<file path="src/rtl/i2c_pkg.sv">
// Shared state encoding, slot constants and a bit-select helper for the
// single-byte I2C master.
package i2c_pkg;

    typedef enum logic [1:0] {
        IDLE,
        START,
        SLOT,
        STOP
    } state_t;

    localparam logic [4:0] SLOT_ACK1 = 5'd8;
    localparam logic [4:0] SLOT_ACK2 = 5'd17;
    localparam logic [3:0] BYTE_BITS = 4'd8;

    // Selects bit idx of a byte without a narrower-than-index slice.
    function automatic logic bit_at(input logic [7:0] b, input logic [3:0] idx);
        logic [7:0] shifted;
        shifted = b >> idx;
        return shifted[0];
    endfunction

endpackage

</file>
<file path="src/rtl/i2c_edge_detect.sv">
// Turns the divider's i2c_clk level into single-cycle rise/fall events on ref_clk.
module i2c_edge_detect (
    input  logic ref_clk,
    input  logic reset_n,
    input  logic i2c_clk,
    output logic rise_evt,
    output logic fall_evt
);

    logic i2c_clk_q;

    always_ff @(posedge ref_clk or negedge reset_n) begin
        if (!reset_n) begin
            i2c_clk_q <= 1'b0;
        end else begin
            i2c_clk_q <= i2c_clk;
        end
    end

    assign rise_evt = i2c_clk & ~i2c_clk_q;
    assign fall_evt = ~i2c_clk & i2c_clk_q;

endmodule

</file>
<file path="src/rtl/i2c_master_byte.sv">
// Single-byte I2C master: START, addr+R/W, ACK, data byte, ACK/NACK, STOP,
// paced by i2c_clk edge events, driving open-drain SCL/SDA enables.
module i2c_master_byte
    import i2c_pkg::*;
#(
    parameter int ADDR_W     = 7,
    parameter bit NACK_ABORT = 1'b1
) (
    input  logic              ref_clk,
    input  logic              reset_n,
    input  logic              i2c_clk,
    input  logic              start,
    input  logic              rw,
    input  logic [ADDR_W-1:0] addr,
    input  logic [7:0]        wdata,
    output logic [7:0]        rdata,
    output logic              busy,
    output logic              done,
    output logic              ack_err,
    output logic              scl_out,
    output logic              sda_out,
    input  logic              sda_in
);

    logic rise_evt;
    logic fall_evt;

    i2c_edge_detect u_edge (
        .ref_clk  (ref_clk),
        .reset_n  (reset_n),
        .i2c_clk  (i2c_clk),
        .rise_evt (rise_evt),
        .fall_evt (fall_evt)
    );

    state_t            state_reg, state_next;
    logic [4:0]        slot_reg, slot_next;
    logic [3:0]        bit_cnt_reg, bit_cnt_next;
    logic              slot_open_reg, slot_open_next;
    logic [ADDR_W-1:0] addr_reg, addr_next;
    logic              rw_reg, rw_next;
    logic [7:0]        wdata_reg, wdata_next;
    logic [7:0]        rx_reg, rx_next;
    logic              busy_reg, busy_next;
    logic              done_reg, done_next;
    logic              ack_err_reg, ack_err_next;
    logic              scl_reg, scl_next;
    logic              sda_reg, sda_next;
    logic              open_req;
    logic [4:0]        open_idx;

    always_ff @(posedge ref_clk or negedge reset_n) begin
        if (!reset_n) begin
            state_reg     <= IDLE;
            slot_reg      <= 5'd0;
            bit_cnt_reg   <= BYTE_BITS - 4'd1;
            slot_open_reg <= 1'b0;
            addr_reg      <= '0;
            rw_reg        <= 1'b0;
            wdata_reg     <= 8'h00;
            rx_reg        <= 8'h00;
            busy_reg      <= 1'b0;
            done_reg      <= 1'b0;
            ack_err_reg   <= 1'b0;
            scl_reg       <= 1'b1;
            sda_reg       <= 1'b1;
        end else begin
            state_reg     <= state_next;
            slot_reg      <= slot_next;
            bit_cnt_reg   <= bit_cnt_next;
            slot_open_reg <= slot_open_next;
            addr_reg      <= addr_next;
            rw_reg        <= rw_next;
            wdata_reg     <= wdata_next;
            rx_reg        <= rx_next;
            busy_reg      <= busy_next;
            done_reg      <= done_next;
            ack_err_reg   <= ack_err_next;
            scl_reg       <= scl_next;
            sda_reg       <= sda_next;
        end
    end

    always_comb begin
        state_next     = state_reg;
        slot_next      = slot_reg;
        bit_cnt_next   = bit_cnt_reg;
        slot_open_next = slot_open_reg;
        addr_next      = addr_reg;
        rw_next        = rw_reg;
        wdata_next     = wdata_reg;
        rx_next        = rx_reg;
        busy_next      = busy_reg;
        done_next      = 1'b0;
        ack_err_next   = ack_err_reg;
        scl_next       = scl_reg;
        sda_next       = sda_reg;
        open_req       = 1'b0;
        open_idx       = slot_reg + 5'd1;

        case (state_reg)
            IDLE: begin
                scl_next = 1'b1;
                sda_next = 1'b1;
                // The done cycle is already IDLE; a request there is dropped.
                if (start && !done_reg) begin
                    addr_next    = addr;
                    rw_next      = rw;
                    wdata_next   = wdata;
                    ack_err_next = 1'b0;
                    busy_next    = 1'b1;
                    state_next   = START;
                end
            end
            START: begin
                if (fall_evt) begin
                    sda_next       = 1'b0;
                    state_next     = SLOT;
                    slot_next      = 5'd0;
                    slot_open_next = 1'b0;
                    bit_cnt_next   = BYTE_BITS - 4'd1;
                end
            end
            SLOT: begin
                if (rise_evt) begin
                    if (!slot_open_reg) begin
                        open_req = 1'b1;
                        open_idx = 5'd0;
                    end else begin
                        // SCL is still released this cycle: sample, then open the next slot.
                        if (slot_reg == SLOT_ACK1 && sda_in) begin
                            ack_err_next = 1'b1;
                        end
                        if (slot_reg == SLOT_ACK2 && !rw_reg && sda_in) begin
                            ack_err_next = 1'b1;
                        end
                        if (rw_reg && slot_reg > SLOT_ACK1 && slot_reg < SLOT_ACK2) begin
                            rx_next = {rx_reg[6:0], sda_in};
                        end
                        if (slot_reg == SLOT_ACK2 ||
                            (NACK_ABORT && slot_reg == SLOT_ACK1 && sda_in)) begin
                            state_next = STOP;
                            scl_next   = 1'b0;
                            sda_next   = 1'b0;
                        end else begin
                            open_req = 1'b1;
                        end
                    end
                end else if (fall_evt) begin
                    scl_next = 1'b1;
                end
            end
            STOP: begin
                if (fall_evt) begin
                    scl_next = 1'b1;
                end else if (rise_evt) begin
                    sda_next   = 1'b1;
                    state_next = IDLE;
                    done_next  = 1'b1;
                    busy_next  = 1'b0;
                end
            end
            default: begin
                state_next = IDLE;
            end
        endcase

        if (open_req) begin
            scl_next       = 1'b0;
            slot_next      = open_idx;
            slot_open_next = 1'b1;
            if (open_idx == SLOT_ACK1 || open_idx == SLOT_ACK2) begin
                sda_next = 1'b1;
            end else begin
                if (open_idx < SLOT_ACK1) begin
                    sda_next = bit_at({addr_reg, rw_reg}, bit_cnt_reg);
                end else begin
                    sda_next = rw_reg ? 1'b1 : bit_at(wdata_reg, bit_cnt_reg);
                end
                bit_cnt_next = (bit_cnt_reg == 4'd0) ? (BYTE_BITS - 4'd1) : (bit_cnt_reg - 4'd1);
            end
        end
    end

    assign rdata   = rx_reg;
    assign busy    = busy_reg;
    assign done    = done_reg;
    assign ack_err = ack_err_reg;
    assign scl_out = scl_reg;
    assign sda_out = sda_reg;

endmodule

</file>
<file path="config.mk">
export PLATFORM = sky130hd
export DESIGN_NAME = i2c_master_byte
export DESIGN_NICKNAME = d
export VERILOG_FILES = /design/src/rtl/i2c_pkg.sv /design/src/rtl/i2c_edge_detect.sv /design/src/rtl/i2c_master_byte.sv
export SDC_FILE = /design/constraint.sdc
export NUM_CORES = 1
export LEC_CHECK = 0
export BUFFER_PORTS_ARGS = -buffer_cell sky130_fd_sc_hd__buf_2
export CORE_MARGIN = 2
export CORE_UTILIZATION = 25
export DETAILED_ROUTE_END_ITERATION = 8
export HOLD_SLACK_MARGIN = 0.1
export PLACE_DENSITY = 0.43
export SETUP_SLACK_MARGIN = 0.2
export SKIP_LAST_GASP = 1
export SLEW_MARGIN = 40
export SYNTH_ARGS = -nofsm -noshare
export SYNTH_HDL_FRONTEND = slang
export SYNTH_SLANG_ARGS = --single-unit
</file>
<file path="constraint.sdc">
create_clock -name ref_clk -period 5.4 [get_ports ref_clk]
set_clock_uncertainty 0.05 [all_clocks]
set_input_delay 0.81 -clock ref_clk [delete_from_list [all_inputs] [get_ports ref_clk]]
set_output_delay 0.81 -clock ref_clk [all_outputs]
set_load 0.01 [all_outputs]
</file>
== Yosys cells after proc, flatten, opt, wreduce, memory -nomap -nowiden ==
Cells that the tools add are included.

* Multiplexer cells: 53
* Bitwise operators: 4
* Reduce and logical (&&, ||, !) cells: 25
* Order comparisons: 3
* $add $sub $neg: 2
* Equal/unequal tests: 23
* Shift-type cells: 2

{| class="wikitable"
|+ Operator list
! kind !! count
|-
| $mux 1 || 30
|-
| $mux 5 || 6
|-
| $ne 3x3->1 const B || 7
|-
| $mux 4 || 5
|-
| $shr 8x4->1 || 2
|-
| $mux 2 || 7
|-
| $ne 2x2->1 const B || 7
|-
| $eq 5x4->1 const B || 2
|-
| $eq 5x5->1 const B || 2
|-
| $ne 4x4->1 const B || 2
|-
| $pmux 2 s4 || 1
|-
| $reduce_and 4->1 || 2
|-
| $reduce_bool 2->1 || 4
|-
| $reduce_and 7->1 || 1
|-
| $logic_and 1x1->1 || 6
|-
| $reduce_and 6->1 || 1
|-
| $add 5x1->5 const B || 1
|-
| $gt 5x4->1 const B || 1
|-
| $lt 5x4->1 const B || 1
|-
| $lt 5x5->1 const B || 1
|-
| $reduce_and 5->1 || 1
|-
| $eq 2x2->1 const B || 2
|-
| $logic_not 4->1 || 1
|-
| $pmux 1 s2 || 2
|-
| 12 further kinds || 17
|}

* Output and inout bits: 13
* Bits in registers: 42
* Input port bits: 21
* Logic and storage cells: 126

== Depth between registers and ports, before layout ==
Gate-level depths: netlist (run 1).

* Depth after elaboration: 9
* Mapped depth: 8
* Depth with buffers taken out: 7

== By module ==
A second synthesis (run 1) with hierarchy kept.

* Cell total of the unflattened synthesis: 199
* Area, all modules: 2387.3 µm²

{| class="wikitable"
|+ By module, submodules not included
! module !! cells an instance !! sequential area each (µm²) !! area an instance (µm²) !! instances
|-
| i2c_master_byte || 196 || 1032.2 || 2347.3 || 1
|-
| i2c_edge_detect || 3 || 25.0 || 40.0 || 1
|}

== Worst setup path after synthesis (run 1) ==
No wires, ideal clock.

* Path type: input to register
* Start: input port i2c_clk
* End: register sda_reg, in the netlist sda_out
* Data arrival time: 1.893 ns
* Stages on the path: 6
* Setup time: 0.093 ns
* Buffers on the path: 1
* Path slack: 3.364 ns
* Path through: and3b_1 -> buf_4 -> nor2b_1 -> or3_1 -> o221ai_1 -> o311ai_1

* Longest elaborated chain between the ends: 7
* Elaborated cells on any way between the ends: 21
* Classes of those cells: order compare: 1; eq/ne: 8; mux: 7; bitwise: 3; reduce/logical: 2

{| class="wikitable"
|+ RTL lines
! what !! line !! source
|-
| start: declaration || i2c_master_byte.sv:11 || <nowiki>input logic i2c_clk,</nowiki>
|-
| $and 1x1->1 || i2c_edge_detect.sv:20 || <nowiki>assign rise_evt = i2c_clk & ~i2c_clk_q;</nowiki>
|-
| $mux 5 || i2c_master_byte.sv:125 || <nowiki>if (rise_evt) begin</nowiki>
|-
| $mux 5 || i2c_master_byte.sv:101 || <nowiki>case (state_reg)</nowiki>
|-
| $lt 5x4->1 (tied with other cells) || i2c_master_byte.sv:175 || <nowiki>if (open_idx < SLOT_ACK1) begin</nowiki>
|-
| $mux 1 or $logic_or 1x1->1 (tied branches) || i2c_master_byte.sv:175, i2c_master_byte.sv:172 ||
|-
| $mux 1 || i2c_master_byte.sv:172 || <nowiki>if (open_idx == SLOT_ACK1 || open_idx == SLOT_ACK2) begin</nowiki>
|-
| $mux 1 || i2c_master_byte.sv:168 || <nowiki>if (open_req) begin</nowiki>
|-
| end signal: assignment || i2c_master_byte.sv:80 || <nowiki>sda_reg <= sda_next;</nowiki>
|-
| end: declaration || i2c_master_byte.sv:48 || <nowiki>logic sda_reg, sda_next;</nowiki>
|}

Several ways; a longest one is shown, not always the timed one.
A chain may end at the register's enable or synchronous reset.

== Worst setup path in the final report (run 1) ==
* Start: register state_reg[0]
* End: register slot_reg[2]

* Longest elaborated chain between the ends: 4
* Elaborated cells on any way between the ends: 8
* Classes of those cells: eq/ne: 2; mux: 3; reduce/logical: 3

{| class="wikitable"
|+ RTL lines
! what !! line !! source
|-
| start: declaration || i2c_master_byte.sv:36 || <nowiki>state_t state_reg, state_next;</nowiki>
|-
| start signal: assignment || i2c_master_byte.sv:68 || <nowiki>state_reg <= state_next;</nowiki>
|-
| $eq 2x2->1 || i2c_master_byte.sv:101 ||
|-
| $mux 1 || i2c_master_byte.sv:101 ||
|-
| $reduce_bool 2->1 (no source line) || n/a ||
|-
| $reduce_and 2->1 (no source line) || n/a ||
|-
| end signal: assignment || i2c_master_byte.sv:69 || <nowiki>slot_reg <= slot_next;</nowiki>
|-
| end: declaration || i2c_master_byte.sv:37 || <nowiki>logic [4:0] slot_reg, slot_next;</nowiki>
|}

Several ways; a longest one is shown, not always the timed one.

==> results of run 1 <==
-- how the worst max path moves through the flow --
stage / end
global route: bit_cnt_reg[0]
CTS: slot_reg[2]
finish: slot_reg[2]
floorplan: sda_out
global placement: slot_reg[2]
detailed placement: slot_reg[2]
-- report_power, final --
part	internal [uW]	switching, uW
Clock	138	121
Combinational	249	225
Sequential	432	104
-- worst max-delay path, cell delays in order, from the launching register on --
cell and delay (ns):
sky130_fd_sc_hd__dfrtp_1 0.42, sky130_fd_sc_hd__inv_1 0.14, sky130_fd_sc_hd__ha_1 0.30, sky130_fd_sc_hd__and3b_1 0.34
sky130_fd_sc_hd__o21a_1 0.42, sky130_fd_sc_hd__mux2_2 0.38, sky130_fd_sc_hd__a211oi_1 0.23
-- cells in the final DEF (no fill, tap or decap), types with 3 or more instances in the layout --
cell type and n:
sky130_fd_sc_hd__clkbuf_8 5, sky130_fd_sc_hd__dfstp_2 5, sky130_fd_sc_hd__buf_2 32, sky130_fd_sc_hd__mux4_2 3, sky130_fd_sc_hd__nor2b_1 6, sky130_fd_sc_hd__or3_1 3, sky130_fd_sc_hd__mux2i_1 7, sky130_fd_sc_hd__ha_1 10
sky130_fd_sc_hd__o21ai_0 9, sky130_fd_sc_hd__a31oi_1 3, sky130_fd_sc_hd__a211oi_1 3, sky130_fd_sc_hd__mux2_2 26, sky130_fd_sc_hd__nand3b_1 3, sky130_fd_sc_hd__nand2b_1 4, sky130_fd_sc_hd__dfrtp_1 37, sky130_fd_sc_hd__nand2_1 24
sky130_fd_sc_hd__nor2_1 8, sky130_fd_sc_hd__and3_1 3, sky130_fd_sc_hd__inv_1 13, sky130_fd_sc_hd__a21oi_1 9, sky130_fd_sc_hd__and2_1 4
-- Yosys cell counts (2+ instances only) --
cell type	count
sky130_fd_sc_hd__and3_1	3
sky130_fd_sc_hd__buf_6	3
sky130_fd_sc_hd__a211oi_1	3
sky130_fd_sc_hd__a221oi_1	2
sky130_fd_sc_hd__nand4_1	2
sky130_fd_sc_hd__clkbuf_1	2
sky130_fd_sc_hd__mux2_2	26
sky130_fd_sc_hd__buf_4	2
sky130_fd_sc_hd__nand3b_1	3
sky130_fd_sc_hd__mux2i_1	7
sky130_fd_sc_hd__dfrtp_1	37
sky130_fd_sc_hd__inv_1	13
sky130_fd_sc_hd__xor2_1	2
sky130_fd_sc_hd__nand3_1	2
sky130_fd_sc_hd__nor3_1	2
sky130_fd_sc_hd__mux4_2	3
sky130_fd_sc_hd__o21ai_0	9
sky130_fd_sc_hd__a31oi_1	3
sky130_fd_sc_hd__or3_1	3
sky130_fd_sc_hd__nor2b_1	6
sky130_fd_sc_hd__a21oi_1	9
sky130_fd_sc_hd__nand2b_1	4
sky130_fd_sc_hd__nand2_1	24
sky130_fd_sc_hd__dfstp_2	5
sky130_fd_sc_hd__and2_1	4
sky130_fd_sc_hd__ha_1	10
sky130_fd_sc_hd__o211ai_1	2
sky130_fd_sc_hd__nor2_1	8
-- kinds of logic after synthesis --
kind of cell | count (synthesis) | synth area share [%]
buffers and inverters | 21 | 4.64
AO/OA/AOI/OAI | 35 | 9.39
adder cells (fa/ha/maj) | 10 | 5.27
multiplexers | 37 | 18.8
flip-flops | 42 | 44.6
XOR/XNOR | 3 | 1.11
AND/OR/NAND/NOR | 69 | 16.2
-- metrics by stage --
| step | std cells | hold WS, ns | setup WS, ns | utilization [%] | area [sq um] |
|---|---|---|---|---|---|
| after floorplan | 217 | 0.424 | 3.36 | - | 2370 |
| after global placement | 371 | 0.438 | 3.04 | 28.5 | 2640 |
| after detailed placement | 371 | 0.438 | 2.96 | 28.6 | 2640 |
| after CTS | 379 | 0.459 | 3.01 | 29.8 | 2750 |
| after global routing | 380 | 0.476 | 2.81 | 29.8 | 2760 |
| final | 380 | 0.433 | 3.04 | 29.8 | 2760 |
-- cell type report --
cell class              instances  area share [%]
multi-input cells             154            43.7
flip-flops and latches         42            38.3
repair buffers                 34            6.35
well taps                     129            5.85
clock buffers                   6            2.63
inverters                      13            1.77
clock inverters                 2            1.36
-- routing by layer --
metal	wire length [um]	up-vias	track usage, %
met5	0	-	0
met4	60	0	2.81
met3	205	7	2.48
met2	2300	33	16.7
met1	2570	832	15.1
li1	-	839	-
==> results.py, run 1 <==
metrics = {
    "outcome": {
        "outcome": "finished clean",
    },
    "layout": {
        "register_area_sq_um": 1060,
        "drive_above_1_share_pct": 32.7,
        "n_antenna_cell": 0,
        "layout.filler_cells": 966,
        "nets": 281,
        "areaGrowthSynthToFinish_pct": 16.2,
        "multi_input_combinational_cell_area_sq_um": 1200,
    },
    "route": {
        "drt-total-wl_um": 5140,
        "viasPerCell": 4.50,
        "drt-pass1-iter-count": 4,
        "routed_length_per_instance_um": 13.5,
        "route.vias.total": 1711,
        "final_antenna_net_count": 0,
        "detail_route.iter0.violations": 46,
        "drt_drc_violations_left": 0,
    },
    "critical_path": {
        "end_kind": "flip-flop",
        "reg2reg_from": "state_reg[0]",
        "launching_instance_or_port_of_the_critical_path": "state_reg[0]",
        "crit_type": "flip-flop to flip-flop",
        "length_in_cells_of_the_worst_reg_to_reg_path": 6,
        "worstPathRequired_ns": 5.57,
        "largest_fanout_on_the_critical_path": 11,
        "arrival_time_of_data_at_the_critical_path_endpoint_ns": 2.53,
        "critical_path_start_type": "flip-flop",
        "timing.rr.end": "slot_reg[2]",
        "setup.reg_to_reg.worst_slack_ns": 3.04,
    },
    "power": {
        "p_leak_uw": 0.00128,
        "power_density_nw_per_um2": 460,
        "design_power_total_uw": 1270,
        "ir_drop_mv": 0.162,
    },
    "yosys": {
        "postSynthNetCount": 248,
        "synth_area_leaders": "sky130_fd_sc_hd__dfrtp_1, sky130_fd_sc_hd__mux2_2, sky130_fd_sc_hd__dfstp_2, sky130_fd_sc_hd__ha_1, sky130_fd_sc_hd__nand2_1",
        "yosys_most_used_dff": "sky130_fd_sc_hd__dfrtp_1",
        "synth_top_area_share_pct": 39.0,
        "netlist_area_sq_um": 2370,
        "netlist.top_cell.by_area": "sky130_fd_sc_hd__dfrtp_1",
        "yosys_warnings": 0,
        "edff_count_synth": 0,
        "syn-mean-instance-area_sq_um": 10.9,
        "synth_async_sr_flop_share_pct": 100,
        "synth.ff_latch_count": 42,
        "yosys.cell_types.count": 46,
        "cells_after_synth": 217,
        "seq_area_frac_synth_pct": 44.6,
    },
    "place": {
        "placement.io_buffers": 33,
        "post-dp-hpwl_um": 3730,
        "gpl.final_weighted_congestion": 0.788,
    },
    "floorplan": {
        "die_height_um": 101,
        "fp.dieW_um": 101,
        "row_count": 35,
        "total_i_o_pin_count": 34,
        "coreArea_sq_um": 9240,
        "die_area_sq_um": 10300,
        "initial_utilization_pct": 25.7,
    },
    "clocking": {
        "cts-buffers-inserted": 5,
        "numClockSinks": 42,
        "hold_buffers": 0,
        "ctsHtreeMaxLevel": 2,
        "post_cts_resize_count": 0,
        "cts_tree": "done",
        "worst_setup_hold_path_clk_slew_ns": 0.09,
        "postCtsSetupRepairBufs": 0,
        "buffer_type_at_the_clock_tree_root": "sky130_fd_sc_hd__clkbuf_8",
        "clock_latency_ns": 0.30,
        "clock_path_buffers": 2,
    },
    "sta": {
        "fmax_mhz": 423,
        "timing.final.max_slew_violations": 0,
        "fin_setup_tns_ns": 0,
        "setup_repair_after_global_routing_missed_its_margin": "no",
        "tightestPinTransition_ns": 0.598,
        "finalHoldViolations": 0,
        "setup_viol": 0,
        "slew-limit-headroom_pct": 60.1,
        "timing.final.crit_period_ns": 2.36,
        "period_share_pct": 43.8,
    },
    "global_routing": {
        "grt_util_all_layers_pct": 10.7,
        "grt_start_max_net_pins": 43,
        "vias_in_the_first_global_route": 1730,
        "antenna_found_initial": 0,
        "wire_length_of_the_first_global_routing_pass_um": 8740,
        "grt_overflow": 0,
    },
    "worst_hold_path": {
        "worst_hold_path_type": "input port to asynchronous set/reset pin",
    },
    "run": {
        "cap_violations": 0,
    },
}
Power figures use the tool's default switching activity.
==> inputs of run 2 (changes only) <==
==> constraint.sdc (replaced) <==
create_clock -name ref_clk -period 2.45 [get_ports ref_clk]
set_clock_uncertainty 0.05 [all_clocks]
set_input_delay 0.3675 -clock ref_clk [delete_from_list [all_inputs] [get_ports ref_clk]]
set_output_delay 0.3675 -clock ref_clk [all_outputs]
set_load 0.01 [all_outputs]
==> run 2 against run 1 <==
Core utilization rose by 0.57 points. Sequential power rose by 120%. Clock-buffer cell count shrank 1. Wire length down 1.8%. Die area is the same. Register-to-register slack lost 2.7 ns. Critical endpoint unchanged. Design area is 1.9% higher. Total power is 120% higher. Sequential cell count did not move.
==> results.py, run 2 (same netlist as run 1, synthesis figures left out) <==
metrics = {
    "global_routing": {
        "grt_util_all_layers_pct": 10.8,
        "wire_length_of_the_first_global_routing_pass_um": 8810,
        "grt_overflow": 0,
        "grt_start_max_net_pins": 24,
        "antenna_found_initial": 0,
        "vias_in_the_first_global_route": 1734,
    },
    "clocking": {
        "postCtsSetupRepairBufs": 0,
        "numClockSinks": 42,
        "cts-buffers-inserted": 5,
        "clock_latency_ns": 0.30,
        "ctsHtreeMaxLevel": 2,
        "cts_tree": "done",
        "worst_setup_hold_path_clk_slew_ns": 0.09,
        "clock_path_buffers": 2,
        "buffer_type_at_the_clock_tree_root": "sky130_fd_sc_hd__clkbuf_8",
    },
    "sta": {
        "timing.final.crit_period_ns": 2.13,
        "min_hold_slack_ns": 0.195,
        "timing.final.max_slew_violations": 0,
        "finalHoldViolations": 0,
        "setup_viol": 0,
        "slew-limit-headroom_pct": 66.8,
        "tightestPinTransition_ns": 0.498,
        "period_share_pct": 87.0,
        "fmax_mhz": 469,
        "setup_repair_after_global_routing_missed_its_margin": "no",
        "fin_setup_tns_ns": 0,
    },
    "critical_path": {
        "critical_path_start_type": "flip-flop",
        "crit_chain": "inv_1 -> ha_1 -> and4b_1 -> nor2_1 -> o21a_1 -> mux2_2 -> a211oi_1",
        "critical_path.max_stage_delay_ns": 0.45,
        "worstPathRequired_ns": 2.62,
        "critPathBufInv": 1,
        "crit_cells": 7,
        "cp_slowest_cell": "sky130_fd_sc_hd__dfrtp_2",
        "setup.reg_to_reg.worst_slack_ns": 0.32,
        "largest_fanout_on_the_critical_path": 9,
        "crit_type": "flip-flop to flip-flop",
        "arrival_time_of_data_at_the_critical_path_endpoint_ns": 2.30,
        "length_in_cells_of_the_worst_reg_to_reg_path": 7,
        "reg2reg_from": "slot_reg[0]",
        "path_delay_family": "compound AO/OA/AOI/OAI gates",
        "timing.rr.end": "slot_reg[2]",
        "end_kind": "flip-flop",
    },
    "outcome": {
        "outcome": "finished clean",
    },
    "worst_hold_path": {
        "worst_hold_path_type": "input port to flip-flop",
        "hold_path_depth": 1,
        "holdPathEnd": "u_edge.i2c_clk_q",
        "min_from": "i2c_clk",
    },
    "floorplan": {
        "coreArea_sq_um": 9240,
        "die_height_um": 101,
        "die_area_sq_um": 10300,
        "total_i_o_pin_count": 34,
        "fp.dieW_um": 101,
        "row_count": 35,
        "initial_utilization_pct": 25.7,
    },
    "layout": {
        "drive_above_1_share_pct": 35.9,
        "areaGrowthSynthToFinish_pct": 18.5,
        "layout.filler_cells": 982,
        "stdcell_count": 388,
        "n_antenna_cell": 0,
        "nets": 289,
        "register_area_sq_um": 1060,
        "layout.cells.most_common": "sky130_fd_sc_hd__dfrtp_1",
        "multi_input_combinational_cell_area_sq_um": 1210,
        "layout.cells.most_common_list": "sky130_fd_sc_hd__dfrtp_1, sky130_fd_sc_hd__buf_2, sky130_fd_sc_hd__mux2_2, sky130_fd_sc_hd__nand2_1, sky130_fd_sc_hd__inv_1",
    },
    "place": {
        "gpl.final_weighted_congestion": 0.795,
        "placement.io_buffers": 33,
        "placed_cells_incl_taps": 379,
        "post-dp-hpwl_um": 3820,
    },
    "power": {
        "internal_uw": 1740,
        "p_seq_share_pct": 42.8,
        "power_density_nw_per_um2": 977,
        "power.clock.fraction_pct": 17.3,
        "pwr-share-comb_pct": 39.9,
        "p_leak_uw": 0.00131,
        "net-switching-power_uw": 1010,
        "ir_drop_mv": 0.413,
        "sw_share_pct": 36.7,
    },
    "route": {
        "drt_drc_violations_left": 0,
        "drt-total-wl_um": 5050,
        "drt-pass1-iter-count": 4,
        "detail_route.iter0.violations": 51,
        "final_antenna_net_count": 0,
        "viasPerCell": 4.42,
        "route.vias.total": 1716,
        "routed_length_per_instance_um": 13.0,
    },
    "run": {
        "cap_violations": 0,
    },
}
run 2: cell count changes in the layout (fill, tap and decap cells not counted), sizes merged:
cell and change:
buf +7, bufinv -1, clkbuf -1, clkinvlp +1, dlygate4sd3 +1, inv +1
run 2: metal layers:
layer	global-route usage (%)	vias to the layer above	part of all wire [%]
met5	0	-	0
li1	-	853	-
met1	15.3	827	50
met4	3.12	0	0.95
met2	16.5	31	45
met3	2.69	5	4.3
run 2: how the worst max path moves through the flow:
stage | from | end | slack, ns
after floorplan | state_reg[0] | sda_out | 0.48
after global placement | slot_reg[0] | bit_cnt_reg[2] | 0.31
after detailed placement | slot_reg[0] | bit_cnt_reg[3] | 0.30
after CTS | slot_reg[0] | slot_reg[2] | 0.28
after global routing | slot_reg[0] | slot_reg[2] | 0.20
final | slot_reg[0] | slot_reg[2] | 0.32
run 2: worst register-to-register path, stage by stage, from the launching register on:
cell and delay (ns):
sky130_fd_sc_hd__dfrtp_2 0.45, sky130_fd_sc_hd__inv_1 0.09, sky130_fd_sc_hd__ha_1 0.23, sky130_fd_sc_hd__and4b_1 0.21
sky130_fd_sc_hd__nor2_1 0.09, sky130_fd_sc_hd__o21a_1 0.34, sky130_fd_sc_hd__mux2_2 0.38, sky130_fd_sc_hd__a211oi_1 0.22
run 2: cell type report:
class                   instances  share of cell area, %
multi-input cells             154                   43.2
flip-flops and latches         42                   37.7
repair buffers                 42                   8.37
well taps                     129                   5.74
clock buffers                   5                   2.45
inverters                      13                   1.74
clock inverters                 3                  0.846
run 2: timing repair:
item                                    4_1_cts  5_1_grt
endpoints found under the setup margin        0        7
gates resized for setup                       0        5
endpoints found under the hold margin        17        0
hold buffers                                  1        0
run 2: stage by stage:
step | utilization (%) | instance area (sq um) | setup WS, ns | total power, uW
2_1_floorplan | - | 2370 | 0.476 | 1970
3_3_place_gp | 29.2 | 2700 | 0.312 | 2280
3_5_place_dp | 29.2 | 2700 | 0.305 | 2280
4_1_cts | 30.3 | 2800 | 0.279 | 2780
5_1_grt | 30.4 | 2810 | 0.204 | 3000
6_report | 30.4 | 2810 | 0.318 | 2750
run 2: power by group through the flow:
| stage | Sequential, uW | Combinational, uW | Clock [uW] |
|---|---|---|---|
| final | 1170 | 1090 | 476 |
| after floorplan | 1100 | 876 | 0 |
| after CTS | 1170 | 1100 | 501 |
| after global routing | 1220 | 1240 | 538 |
| after detailed placement | 1190 | 1090 | 0 |
| after global placement | 1190 | 1090 | 0 |
